===== src/rtl/div_pkg.sv =====
// div_pkg -- shared constants for the arithmetic-unit control FSMs.
// Holds the 2-bit state encodings (OCIOSO/CARGA/SUBTRAI/PRONTO) and the
// default operand width. The multiplier control imports the same encodings.
// Optional feature macro used by the divider: DIV_CICLOS_EN.
package div_pkg;

  localparam int DIV_WIDTH = 8;

  typedef enum logic [1:0] {
    OCIOSO  = 2'b00,
    CARGA   = 2'b01,
    SUBTRAI = 2'b10,
    PRONTO  = 2'b11
  } div_estado_t;

endpackage


===== src/rtl/divisor_subtracao_if.sv =====
// divisor_subtracao_if -- START/PRONTO handshake and operand/result bus of
// the repeated-subtraction divider.
//   START, DIVIDENDO, DIVISOR      : sequencer -> divider
//   QUOCIENTE, RESTO               : result registers
//   OCUPADO, PRONTO, ERRO_DIV0     : status
//   CICLOS                         : SUBTRAI cycle count (only with DIV_CICLOS_EN)
// Modports: master (sequencer side), slave (divider side).
interface divisor_subtracao_if #(
  parameter int WIDTH = 8
) ();
  logic             START;
  logic [WIDTH-1:0] DIVIDENDO;
  logic [WIDTH-1:0] DIVISOR;
  logic [WIDTH-1:0] QUOCIENTE;
  logic [WIDTH-1:0] RESTO;
  logic             OCUPADO;
  logic             PRONTO;
  logic             ERRO_DIV0;
`ifdef DIV_CICLOS_EN
  logic [WIDTH:0]   CICLOS;

  modport master (
    output START, DIVIDENDO, DIVISOR,
    input  QUOCIENTE, RESTO, OCUPADO, PRONTO, ERRO_DIV0, CICLOS
  );
  modport slave (
    input  START, DIVIDENDO, DIVISOR,
    output QUOCIENTE, RESTO, OCUPADO, PRONTO, ERRO_DIV0, CICLOS
  );
`else
  modport master (
    output START, DIVIDENDO, DIVISOR,
    input  QUOCIENTE, RESTO, OCUPADO, PRONTO, ERRO_DIV0
  );
  modport slave (
    input  START, DIVIDENDO, DIVISOR,
    output QUOCIENTE, RESTO, OCUPADO, PRONTO, ERRO_DIV0
  );
`endif
endinterface


===== src/rtl/subtrator_comparador.sv =====
// subtrator_comparador -- combinational unsigned compare and subtract.
//   a, b : WIDTH-bit unsigned operands
//   ge   : a >= b
//   dif  : a - b (only meaningful when ge=1)
module subtrator_comparador #(
  parameter int WIDTH = 8
) (
  input  logic [WIDTH-1:0] a,
  input  logic [WIDTH-1:0] b,
  output logic             ge,
  output logic [WIDTH-1:0] dif
);
  assign ge  = (a >= b);
  assign dif = a - b;
endmodule


===== src/rtl/divisor_subtracao.sv =====
// divisor_subtracao -- unsigned divider by repeated subtraction.
// Ports:
//   CLK      : rising-edge clock
//   RESET_N  : asynchronous active-low reset (aborts any operation)
//   bus      : divisor_subtracao_if.slave (START/operands in, results/status out)
// An operation is accepted when START=1 in OCIOSO or PRONTO. RESTO starts at
// the dividend and the divisor is subtracted once per SUBTRAI cycle while it
// fits; QUOCIENTE counts the subtractions. Divisor 0 finishes straight from
// CARGA with ERRO_DIV0=1 and QUOCIENTE all ones.
// Optional macro DIV_CICLOS_EN adds bus.CICLOS, the number of SUBTRAI cycles
// of the current operation (Q+1, or 0 on divide-by-zero).
module divisor_subtracao
  import div_pkg::*;
#(
  parameter int WIDTH = DIV_WIDTH
) (
  input logic                 CLK,
  input logic                 RESET_N,
  divisor_subtracao_if.slave  bus
);

  div_estado_t      r_estado;
  div_estado_t      w_prox;
  logic [WIDTH-1:0] r_quoc;
  logic [WIDTH-1:0] r_resto;
  logic [WIDTH-1:0] r_div;
  logic             r_erro;
  logic             w_ge;
  logic [WIDTH-1:0] w_dif;
  logic             w_captura;

  subtrator_comparador #(.WIDTH(WIDTH)) u_sub (
    .a   (r_resto),
    .b   (r_div),
    .ge  (w_ge),
    .dif (w_dif)
  );

  // START only matters in the two resting states.
  assign w_captura = bus.START && ((r_estado == OCIOSO) || (r_estado == PRONTO));

  always_ff @(posedge CLK or negedge RESET_N) begin
    if (!RESET_N) r_estado <= OCIOSO;
    else          r_estado <= w_prox;
  end

  always_comb begin
    w_prox = r_estado;
    case (r_estado)
      OCIOSO:  if (bus.START) w_prox = CARGA;
      CARGA:   w_prox = (r_div == '0) ? PRONTO : SUBTRAI;
      SUBTRAI: if (!w_ge) w_prox = PRONTO;
      PRONTO:  if (bus.START) w_prox = CARGA;
      default: w_prox = OCIOSO;
    endcase
  end

  always_ff @(posedge CLK or negedge RESET_N) begin
    if (!RESET_N) begin
      r_quoc  <= '0;
      r_resto <= '0;
      r_div   <= '0;
      r_erro  <= 1'b0;
    end else if (w_captura) begin
      r_resto <= bus.DIVIDENDO;
      r_div   <= bus.DIVISOR;
      r_quoc  <= '0;
      r_erro  <= 1'b0;
    end else if (r_estado == CARGA) begin
      if (r_div == '0) begin
        r_erro <= 1'b1;
        r_quoc <= '1;
      end
    end else if ((r_estado == SUBTRAI) && w_ge) begin
      // Leaves SUBTRAI with registers untouched on the first failing compare.
      r_resto <= w_dif;
      r_quoc  <= r_quoc + WIDTH'(1);
    end
  end

`ifdef DIV_CICLOS_EN
  logic [WIDTH:0] r_ciclos;

  always_ff @(posedge CLK or negedge RESET_N) begin
    if (!RESET_N)                  r_ciclos <= '0;
    else if (w_captura)            r_ciclos <= '0;
    else if (r_estado == SUBTRAI)  r_ciclos <= r_ciclos + (WIDTH+1)'(1);
  end

  assign bus.CICLOS = r_ciclos;
`endif

  assign bus.QUOCIENTE = r_quoc;
  assign bus.RESTO     = r_resto;
  assign bus.ERRO_DIV0 = r_erro;
  assign bus.OCUPADO   = (r_estado == CARGA) || (r_estado == SUBTRAI);
  assign bus.PRONTO    = (r_estado == PRONTO);

endmodule

===== src/flat_wrapper.sv =====
// flat-port wrapper written by rule: the top's interface ports become plain ports
module divisor_subtracao_flat import div_pkg::*;
#(
  parameter int WIDTH = DIV_WIDTH
)
  (CLK, RESET_N, bus_START, bus_DIVIDENDO, bus_DIVISOR, bus_QUOCIENTE, bus_RESTO, bus_OCUPADO, bus_PRONTO, bus_ERRO_DIV0);
  divisor_subtracao_if #(.WIDTH(WIDTH)) bus_i ();
  input logic CLK;
  input logic RESET_N;
  input wire logic [$bits(bus_i.START)-1:0] bus_START;
  input wire logic [$bits(bus_i.DIVIDENDO)-1:0] bus_DIVIDENDO;
  input wire logic [$bits(bus_i.DIVISOR)-1:0] bus_DIVISOR;
  output wire logic [$bits(bus_i.QUOCIENTE)-1:0] bus_QUOCIENTE;
  output wire logic [$bits(bus_i.RESTO)-1:0] bus_RESTO;
  output wire logic [$bits(bus_i.OCUPADO)-1:0] bus_OCUPADO;
  output wire logic [$bits(bus_i.PRONTO)-1:0] bus_PRONTO;
  output wire logic [$bits(bus_i.ERRO_DIV0)-1:0] bus_ERRO_DIV0;
  assign bus_i.START = bus_START;
  assign bus_i.DIVIDENDO = bus_DIVIDENDO;
  assign bus_i.DIVISOR = bus_DIVISOR;
  assign bus_QUOCIENTE = bus_i.QUOCIENTE;
  assign bus_RESTO = bus_i.RESTO;
  assign bus_OCUPADO = bus_i.OCUPADO;
  assign bus_PRONTO = bus_i.PRONTO;
  assign bus_ERRO_DIV0 = bus_i.ERRO_DIV0;
  divisor_subtracao #(.WIDTH(WIDTH)) u_core (.CLK(CLK), .RESET_N(RESET_N), .bus(bus_i));
endmodule

===== config.mk =====
export PLATFORM = sky130hd
export DESIGN_NAME = divisor_subtracao_flat
export DESIGN_NICKNAME = d
export VERILOG_FILES = /design/src/rtl/div_pkg.sv /design/src/rtl/divisor_subtracao_if.sv /design/src/rtl/subtrator_comparador.sv /design/src/rtl/divisor_subtracao.sv /design/src/flat_wrapper.sv
export SDC_FILE = /design/constraint.sdc
export NUM_CORES = 1
export LEC_CHECK = 0
export CAP_MARGIN = 40
export CORE_ASPECT_RATIO = 1.1
export CORE_MARGIN = 5
export CORE_UTILIZATION = 50
export DETAILED_ROUTE_END_ITERATION = 8
export GPL_TIMING_DRIVEN = 1
export PLACE_DENSITY = 0.76
export REMOVE_ABC_BUFFERS = 1
export SLEW_MARGIN = 20
export SYNTH_ARGS = -nofsm -noshare
export SYNTH_HDL_FRONTEND = slang
export SYNTH_HIERARCHICAL = 1
export SYNTH_SLANG_ARGS = --single-unit

===== constraint.sdc =====
create_clock -name CLK -period 4.5 [get_ports CLK]
set_clock_uncertainty 0.1 [all_clocks]
set_input_delay 0.675 -clock CLK [delete_from_list [all_inputs] [get_ports CLK]]
set_output_delay 0.675 -clock CLK [all_outputs]
set_load 0.01 [all_outputs]

=== Yosys cells after proc, flatten, opt, wreduce, memory -nomap -nowiden ===
Cells that the tools add are included.

* Add/subtract/negate cells: 2
* Order comparisons: 1
* Eq/ne operators: 7
* Mux-type cells: 14
* Reduce and logical (&&, ||, !) cells: 15

{| class="wikitable"
|+ Operators by type and width
! kind !! number
|-
| $mux W8 || 7
|-
| $add A8 B1 Y8 const B || 1
|-
| $ge A8 B8 Y1 || 1
|-
| $logic_not A8 Y1 || 1
|-
| $reduce_and A2 Y1 || 4
|-
| $sub A8 B8 Y8 || 1
|-
| $pmux W2 S3 || 1
|-
| $reduce_bool A2 Y1 || 3
|-
| $eq A2 B2 Y1 const B || 2
|-
| $mux W1 || 4
|-
| $mux W2 || 2
|-
| $ne A2 B1 Y1 const B || 2
|-
| $ne A3 B2 Y1 const B || 1
|-
| $reduce_bool A3 Y1 || 1
|-
| $eq A2 B1 Y1 const B || 1
|-
| $logic_and A1 B1 Y1 || 2
|-
| $logic_not A2 Y1 || 1
|-
| $logic_or A1 B1 Y1 || 2
|-
| $ne A2 B2 Y1 const B || 1
|-
| $reduce_or A2 Y1 || 1
|}

* Flip-flop bits (word level): 27
* Input port bits: 19
* Word-level logic and storage cells: 44

=== Longest topological paths before layout ===
Gate-level depths: netlist of the first run.

* Depth in word-level cells: 5
* Mapped depth: 13
* Mapped depth without buffers: 12

=== Modules after synthesis ===
The synthesis of the first run kept the hierarchy.

{| class="wikitable"
|+ Modules (own cells, without submodules)
! module !! instances !! cells an instance !! area each (um^2)
|-
| divisor_subtracao || 1 || 129 || 1396.3
|-
| subtrator_comparador || 1 || 53 || 381.6
|}

=== Worst setup path after synthesis of the first run ===
No wires, ideal clock.

* Path kind: register to register
* From: register u_core.r_resto[0], in the netlist u_core/bus.RESTO[0]
* To: register u_core.r_quoc[2], in the netlist u_core/bus.QUOCIENTE[2]
* Library setup time: 123 ps
* Arrival time: 2482 ps
* Required time: 4277 ps
* Slack: 1795 ps
* Stages on the path, launching flop included: 14
* Buffers on the path: 1
* Cell sequence: dfrtp_1 -> inv_1 -> ha_1 -> inv_1 -> fa_1 -> a21o_1 -> a21oi_1 -> a21oi_1 -> a211o_1 -> and2_1 -> clkbuf_1 -> a21oi_1 -> a21oi_1 -> o221a_2

* Longest elaborated chain between the ends: 4

{| class="wikitable"
|+ Ends and longest elaborated chain
! what !! line !! RTL
|-
| from (decl) || divisor_subtracao.sv:25 || <nowiki>logic [WIDTH-1:0] r_resto;</nowiki>
|-
| from (signal assigned) || divisor_subtracao.sv:65 || <nowiki>r_resto <= bus.DIVIDENDO;</nowiki>
|-
| from (signal assigned) || divisor_subtracao.sv:76 || <nowiki>r_resto <= w_dif;</nowiki>
|-
| $ge A8 B8 Y1 || subtrator_comparador.sv:13 || <nowiki>assign ge = (a >= b);</nowiki>
|-
| net u_core.w_ge || divisor_subtracao.sv:28 || <nowiki>logic w_ge;</nowiki>
|-
| $logic_and A1 B1 Y1 || divisor_subtracao.sv:74 || <nowiki>end else if ((r_estado == SUBTRAI) && w_ge) begin</nowiki>
|-
| $reduce_bool A3 Y1 (no source line) || - ||
|-
| $reduce_and A2 Y1 (no source line) || - ||
|-
| to (signal assigned) || divisor_subtracao.sv:77 || <nowiki>r_quoc <= r_quoc + WIDTH'(1);</nowiki>
|-
| to (decl) || divisor_subtracao.sv:24 || <nowiki>logic [WIDTH-1:0] r_quoc;</nowiki>
|}

The timed path passes the listed nets, and every way through them passes these cells.
A chain may end at the register's enable or synchronous reset.

=== Worst setup path in the final report of the first run ===
* From: register u_core.r_resto[0], in the netlist u_core/bus.RESTO[0]
* To: register u_core.r_quoc[5], in the netlist u_core/bus.QUOCIENTE[5]

The elaborated chain is that of the path after synthesis.

==> flow_summary_export.csv, run 1 <==
group,metric,value,unit
clock_tree,cts_buffers,3,
detailed_routing,vias,1522,
finish,nets,254,
clock_tree,postCtsSetupBuffers,0,
synthesis,synth-main-ff-cell,"dfrtp_1",
floorplan,fp.dieH,72.5,µm
worst_setup_path,reg2reg_setup_slack,1.57,ns
detailed_routing,antenna_left,0,
floorplan,die_x,66.9,µm
outcome,status,"completed",
power,leakage,0.989,nW
synthesis,yosys-top-cells-area,"dfrtp_1 38%, ha_1 9.1%, a21oi_1 5.9%",
detailed_routing,vias_per_cell,5.68,
hold_path,hold_depth,1,
worst_setup_path,cp_num_buf_inv,2,
worst_setup_path,cp.required,4.64,ns
clock_tree,clockBufferDepth,2,
worst_setup_path,worstPathArrival,3.07,ns
worst_setup_path,r2r-end,"u_core/bus.QUOCIENTE[5]$_DFFE_PN0P_",
clock_tree,path_clk_slew,0.14,ns
power,max-vdd-ir-drop,0.000442,V
worst_setup_path,crit_type,"flop to flop",
synthesis,syn_area_per_cell,9.77,µm²
clock_tree,cts_sinks,27,
worst_setup_path,cp-end-kind,"flop",
worst_setup_path,cp_slowest_cell,"dfrtp_1",
worst_setup_path,startpoint_type,"flop",
clock_tree,cts_tree,"built",
finish,layout_commonest_cell,"clkdlybuf4s50_1",
floorplan,core,0.00339,mm²
place,post-place-cells,263,
synthesis,synth_seq_cells,27,
global_route,grt_first_pass_wirelength,6780,µm
clock_tree,cts_resized,0,
synthesis,yosysTopAreaCell,"dfrtp_1",
clock_tree,root_buffer,"clkbuf_4",
timing,relSlewSlack,66.9,%
synthesis,synthArstFlopShare,100,%
hold_path,hold_class,"flop to flop",
worst_setup_path,crit_family,"compound AO/OA/AOI/OAI gates",
synthesis,synth.cell_area,0.00178,mm²
detailed_routing,dr.pass1.iters,4,
global_route,antenna_found_initial,0,
finish,final_cell_mix,"37 x clkdlybuf4s50_1, 27 x dfrtp_1, 21 x a21oi_1",
timing,max_freq,342,MHz
global_route,grt_use_total,18.0,%
timing,rsz0062_at_grt,"false",
power,power.density,866,mW/mm²
place,portBuffers,37,
timing,tightest_slew,0.497,ns
finish,syn2layout_area_growth,24.9,%
synthesis,ys_seq_area_share,38.0,%
finish,drive_above_1_share,10.0,%
job,drv_cap,0,
place,routabilityCongestion,0.875,
timing,fin_crit_sh,65.0,%
worst_setup_path,rr_worst_depth,12,
clock_tree,clk_latency,0.32,ns
place,dp.final_hpwl,3140,µm
timing,fin_crit,2.93,ns
worst_setup_path,worstPathMaxFanout,7,
finish,fillers,292,
timing,drv_slew,0,
finish,final_cells,268,
detailed_routing,wl_per_cell,15.5,µm
finish,n_antenna_cell,0,
synthesis,synth_edf_count,0,
floorplan,start_util,52.5,%
timing,setup_viol,0,
worst_setup_path,cpPeakStageDelay,0.43,ns
detailed_routing,drcViolationCount,0,
detailed_routing,drtIter0Drc,79,
timing,hold_viol,0,
detailed_routing,wirelength,4160,µm
clock_tree,cts_hold_buffers,0,
hold_path,min_from,"u_core/r_div[3]$_DFFE_PN0P_",
global_route,gr-total-overflow,0,
finish,utilization,65.6,%
floorplan,rows,22,
synthesis,ys_warn_count,6,
global_route,grt_max_degree,28,
synthesis,netlist.area_leader.share,38.0,%
timing,setup_tns,0,ns
synthesis,synth_cell_types,42,
hold_path,min_to,"u_core/r_div[3]$_DFFE_PN0P_",
clock_tree,htreeDepth,1,
synthesis,synthCells,182,
floorplan,ioPinCount,38,
worst_setup_path,cp_cell_sequence,"inv_1 > ha_1 > inv_1 > fa_1 > a21o_1 > a21oi_1 > a21oi_1 > a211o_1 > and2_1 > nand4_1 > nor3b_1 > a211oi_1",
worst_setup_path,regToRegStartpoint,"u_core/bus.RESTO[0]$_DFFE_PN0P_",
floorplan,die-area,0.00485,mm²
global_route,grt_pass1_vias,1494,
==> layout make-up <==
type	count	area, µm²	share of cell area [%]
multi-input cells	135	1010	45.5
flip-flops and latches	27	676	30.4
repair buffers	40	397	17.9
well taps	48	60.1	2.70
inverters	14	52.6	2.37
clock buffers	4	26.3	1.18
==> power by group <==
group          switching, mW  total (mW)  internal [mW]
Combinational          0.679        1.33          0.647
Sequential             0.129       0.495          0.366
Clock                 0.0670       0.102         0.0347
==> synth_stat cells, types with 2 or more instances <==
library cell,number
and4b_1,2
and2_1,2
buf_2,2
o2bb2ai_1,3
nand2b_1,3
xnor2_1,3
ha_1,13
mux2_2,8
a211o_1,2
inv_1,14
nor3_1,2
o221a_2,2
a21o_1,3
or4_4,2
nand2_1,6
nand3_1,2
mux2i_1,8
buf_6,2
nor2_1,18
nor3b_1,3
nand4_1,5
dfrtp_1,27
o21ai_0,6
clkbuf_1,2
a211oi_1,5
a21oi_1,21
==> routing by layer <==
layer	share of wire, %	routed length [µm]	GRT usage, %
met4	0.55	23	5.41
met2	51	2130	30.7
met3	2.8	118	2.48
met5	0	0	0
met1	46	1890	23.4
==> how the worst max path moves through the flow <==
stage	from	to	slack, ns	cells past startpoint
floorplan	u_core/bus.RESTO[0]$_DFFE_PN0P_	u_core/bus.QUOCIENTE[4]$_DFFE_PN0P_	1.85	12
global placement	bus_START	u_core/bus.RESTO[6]$_DFFE_PN0P_	1.48	4
detailed placement	u_core/bus.RESTO[0]$_DFFE_PN0P_	u_core/bus.QUOCIENTE[5]$_DFFE_PN0P_	1.64	12
CTS	u_core/bus.RESTO[0]$_DFFE_PN0P_	u_core/bus.QUOCIENTE[5]$_DFFE_PN0P_	1.61	12
global route	u_core/bus.RESTO[0]$_DFFE_PN0P_	u_core/bus.QUOCIENTE[5]$_DFFE_PN0P_	1.35	12
finish	u_core/bus.RESTO[0]$_DFFE_PN0P_	u_core/bus.QUOCIENTE[5]$_DFFE_PN0P_	1.57	12
==> through the flow <==
| step | total power [mW] | cell area (µm²) | hold WS [ns] | worst slack [ns] |
|---|---|---|---|---|
| 4_1_cts | 1.91 | 2210 | 0.451 | 1.61 |
| 3_5_place_dp | 1.80 | 2180 | 0.421 | 1.64 |
| 6_report | 1.92 | 2220 | 0.453 | 1.57 |
| 2_1_floorplan | 1.38 | 1740 | 0.279 | 1.85 |
| 5_1_grt | 2.09 | 2220 | 0.473 | 1.35 |
| 3_3_place_gp | 1.73 | 2180 | 0.423 | 1.48 |
==> kinds of logic (layout without fill, tap and decap cells) <==
kind of cell / Yosys count / count (layout) / synth area share, %
AO/OA/AOI/OAI: 48 / 48 / 18.0
adder cells (fa/ha/maj): 14 / 14 / 10.3
buffers and inverters: 20 / 58 / 5.21
multiplexers: 16 / 16 / 9.57
AND/OR/NAND/NOR: 53 / 53 / 17.0
flip-flops: 27 / 27 / 38.0
XOR/XNOR: 4 / 4 / 1.97
==> flip-flops by register name, summed over array words and instances, names as in the netlist <==
signal and count:
u_core/bus.ERRO_DIV0 1, u_core/bus.QUOCIENTE 8, u_core/bus.RESTO 8, u_core/r_div 8, u_core/r_estado 2
No activity file was read; power rests on OpenSTA's default activity.
==> run 2: changes to the inputs <==
Settings changed: CORE_UTILIZATION 50 to 46, PLACE_DENSITY 0.76 to 0.73.
Clock period 4.5 ns to 2.44 ns, I/O delays scaled along.
==> flow_summary_export.csv, run 2 (synthesis gave the netlist of run 1 again) <==
group,metric,value,unit
outcome,status,"complete, but fails checks",
outcome,violations,"setup timing",
floorplan,rows,23,
timing,setup_ws,-0.169,ns
global_route,grt_max_degree,28,
finish,drive_above_1_share,18.6,%
place,routabilityCongestion,0.899,
timing,hold_viol,0,
power,pwr-share-seq,23.5,%
floorplan,die-area,0.00521,mm²
clock_tree,clk_latency,0.27,ns
floorplan,fp.dieH,75.2,µm
global_route,grt_use_total,16.2,%
clock_tree,htreeDepth,1,
worst_setup_path,worstPathMaxFanout,7,
global_route,gr-total-overflow,0,
timing,rsz0062_at_grt,"true",
power,finalPower,3.86,mW
clock_tree,clockBufferDepth,2,
timing,setup_viol,18,
floorplan,die_x,69.3,µm
power,combPwrFrac,70.0,%
clock_tree,cts_sinks,27,
finish,final_cell_mix,"37 x clkdlybuf4s50_1, 27 x dfrtp_1, 20 x a21oi_1",
worst_setup_path,cp.required,2.49,ns
power,max-vdd-ir-drop,0.000767,V
timing,tightest_slew,0.511,ns
floorplan,core,0.00368,mm²
finish,nets,265,
clock_tree,cts_buffers,3,
detailed_routing,vias_per_cell,5.49,
timing,drv_slew,0,
detailed_routing,drcViolationCount,0,
detailed_routing,vias,1543,
timing,relSlewSlack,65.8,%
clock_tree,cts_tree,"built",
job,drv_cap,0,
hold_path,hold_class,"primary input to async pin",
timing,max_freq,383,MHz
detailed_routing,drtIter0Drc,52,
clock_tree,root_buffer,"clkbuf_8",
clock_tree,cts_hold_buffers,0,
place,portBuffers,37,
detailed_routing,dr.pass1.iters,4,
global_route,grt_pass1_vias,1538,
detailed_routing,antenna_left,0,
power,leakage,1.06,nW
place,pre_cts_ws,-0.306,ns
power,p_sw_share,43.3,%
global_route,antenna_found_initial,0,
worst_setup_path,startpoint_type,"flop",
finish,layout_commonest_cell,"clkdlybuf4s50_1",
floorplan,ioPinCount,38,
worst_setup_path,worstPathArrival,2.66,ns
place,dp.final_hpwl,3110,µm
clock_tree,path_clk_slew,0.09,ns
detailed_routing,wl_per_cell,14.8,µm
floorplan,start_util,48.3,%
detailed_routing,wirelength,4150,µm
global_route,grt_first_pass_wirelength,7010,µm
worst_setup_path,cp-end-kind,"flop",
finish,final_cells,281,
worst_setup_path,crit_type,"flop to flop",
finish,syn2layout_area_growth,33.8,%
power,p_switching,1.67,mW
finish,n_antenna_cell,0,
timing,fin_crit_sh,107,%
place,post-place-cells,274,
power,p_int,2.19,mW
power,power.density,1620,mW/mm²
timing,fin_crit,2.61,ns
power,pwr-share-clk,6.5,%
==> run 2: final cells by class <==
type / count / area (µm²)
clock buffer: 4 / 45.0
fill: 323 / 1300
inverter: 14 / 52.6
multi-input combinational: 135 / 1040
sequential: 27 / 676
tap: 50 / 62.6
timing repair buffer: 51 / 500
==> run 2: power by group through the flow <==
stage	combinational [mW]	clock, mW	sequential, mW
floorplan	1.62	0	0.923
global placement	2.49	0	0.892
detailed placement	2.59	0	0.904
CTS	2.64	0.270	0.898
global route	2.97	0.276	0.936
finish	2.70	0.251	0.907
==> run 2: critical path, cell delays in order (launching register included) <==
cell and delay [ns]:
dfrtp_1 0.40, inv_1 0.07, ha_2 0.18, inv_2 0.04, fa_2 0.34, a21o_1 0.21
a21oi_2 0.13, a21oi_1 0.08, a211o_1 0.32, and2_4 0.18, nand4_1 0.13, buf_4 0.14
o21a_1 0.14, nor4_2 0.05
==> run 2: per-stage QoR <==
stage	area, µm²	setup TNS [ns]	utilization [%]	hold WS [ns]
after floorplan	1740	-2.53	-	-0.0296
after CTS	2360	-0.553	64.0	0.368
after detailed placement	2280	-2.90	61.9	0.426
after global routing	2380	-3.94	64.6	0.417
after global placement	2280	-1.79	61.9	0.426
final	2380	-1.80	64.6	0.360
==> run 2: layer usage <==
metal | vias up | part of all wire (%) | track usage (%)
met5 | - | 0 | 0
met4 | 0 | 0.75 | 3.47
met3 | 4 | 3.0 | 2.27
met2 | 30 | 53 | 31.5
met1 | 753 | 43 | 19.3
li1 | 756 | - | -
==> run 2: worst paths after layout <==
check | startpoint | end | slack (ns) | depth (start not counted)
max | u_core/bus.RESTO[0]$_DFFE_PN0P_ | u_core/bus.QUOCIENTE[7]$_DFFE_PN0P_ | -0.17 | 13
min | RESET_N | u_core/r_div[2]$_DFFE_PN0P_ | 0.36 | 2
max reg2reg | u_core/bus.RESTO[0]$_DFFE_PN0P_ | u_core/bus.QUOCIENTE[7]$_DFFE_PN0P_ | -0.17 | 13
min reg2reg | u_core/r_div[4]$_DFFE_PN0P_ | u_core/r_div[4]$_DFFE_PN0P_ | 0.45 | 1
max in group asynchronous | RESET_N | u_core/r_div[5]$_DFFE_PN0P_ | 1.62 | 2
min in group CLK | u_core/r_div[4]$_DFFE_PN0P_ | u_core/r_div[4]$_DFFE_PN0P_ | 0.45 | 1
==> run 2: timing repair <==
action,CTS,global route
endpoints found under the setup margin,18,18
buffers inserted,2,1
gates resized for setup,6,6
pin swaps,8,3
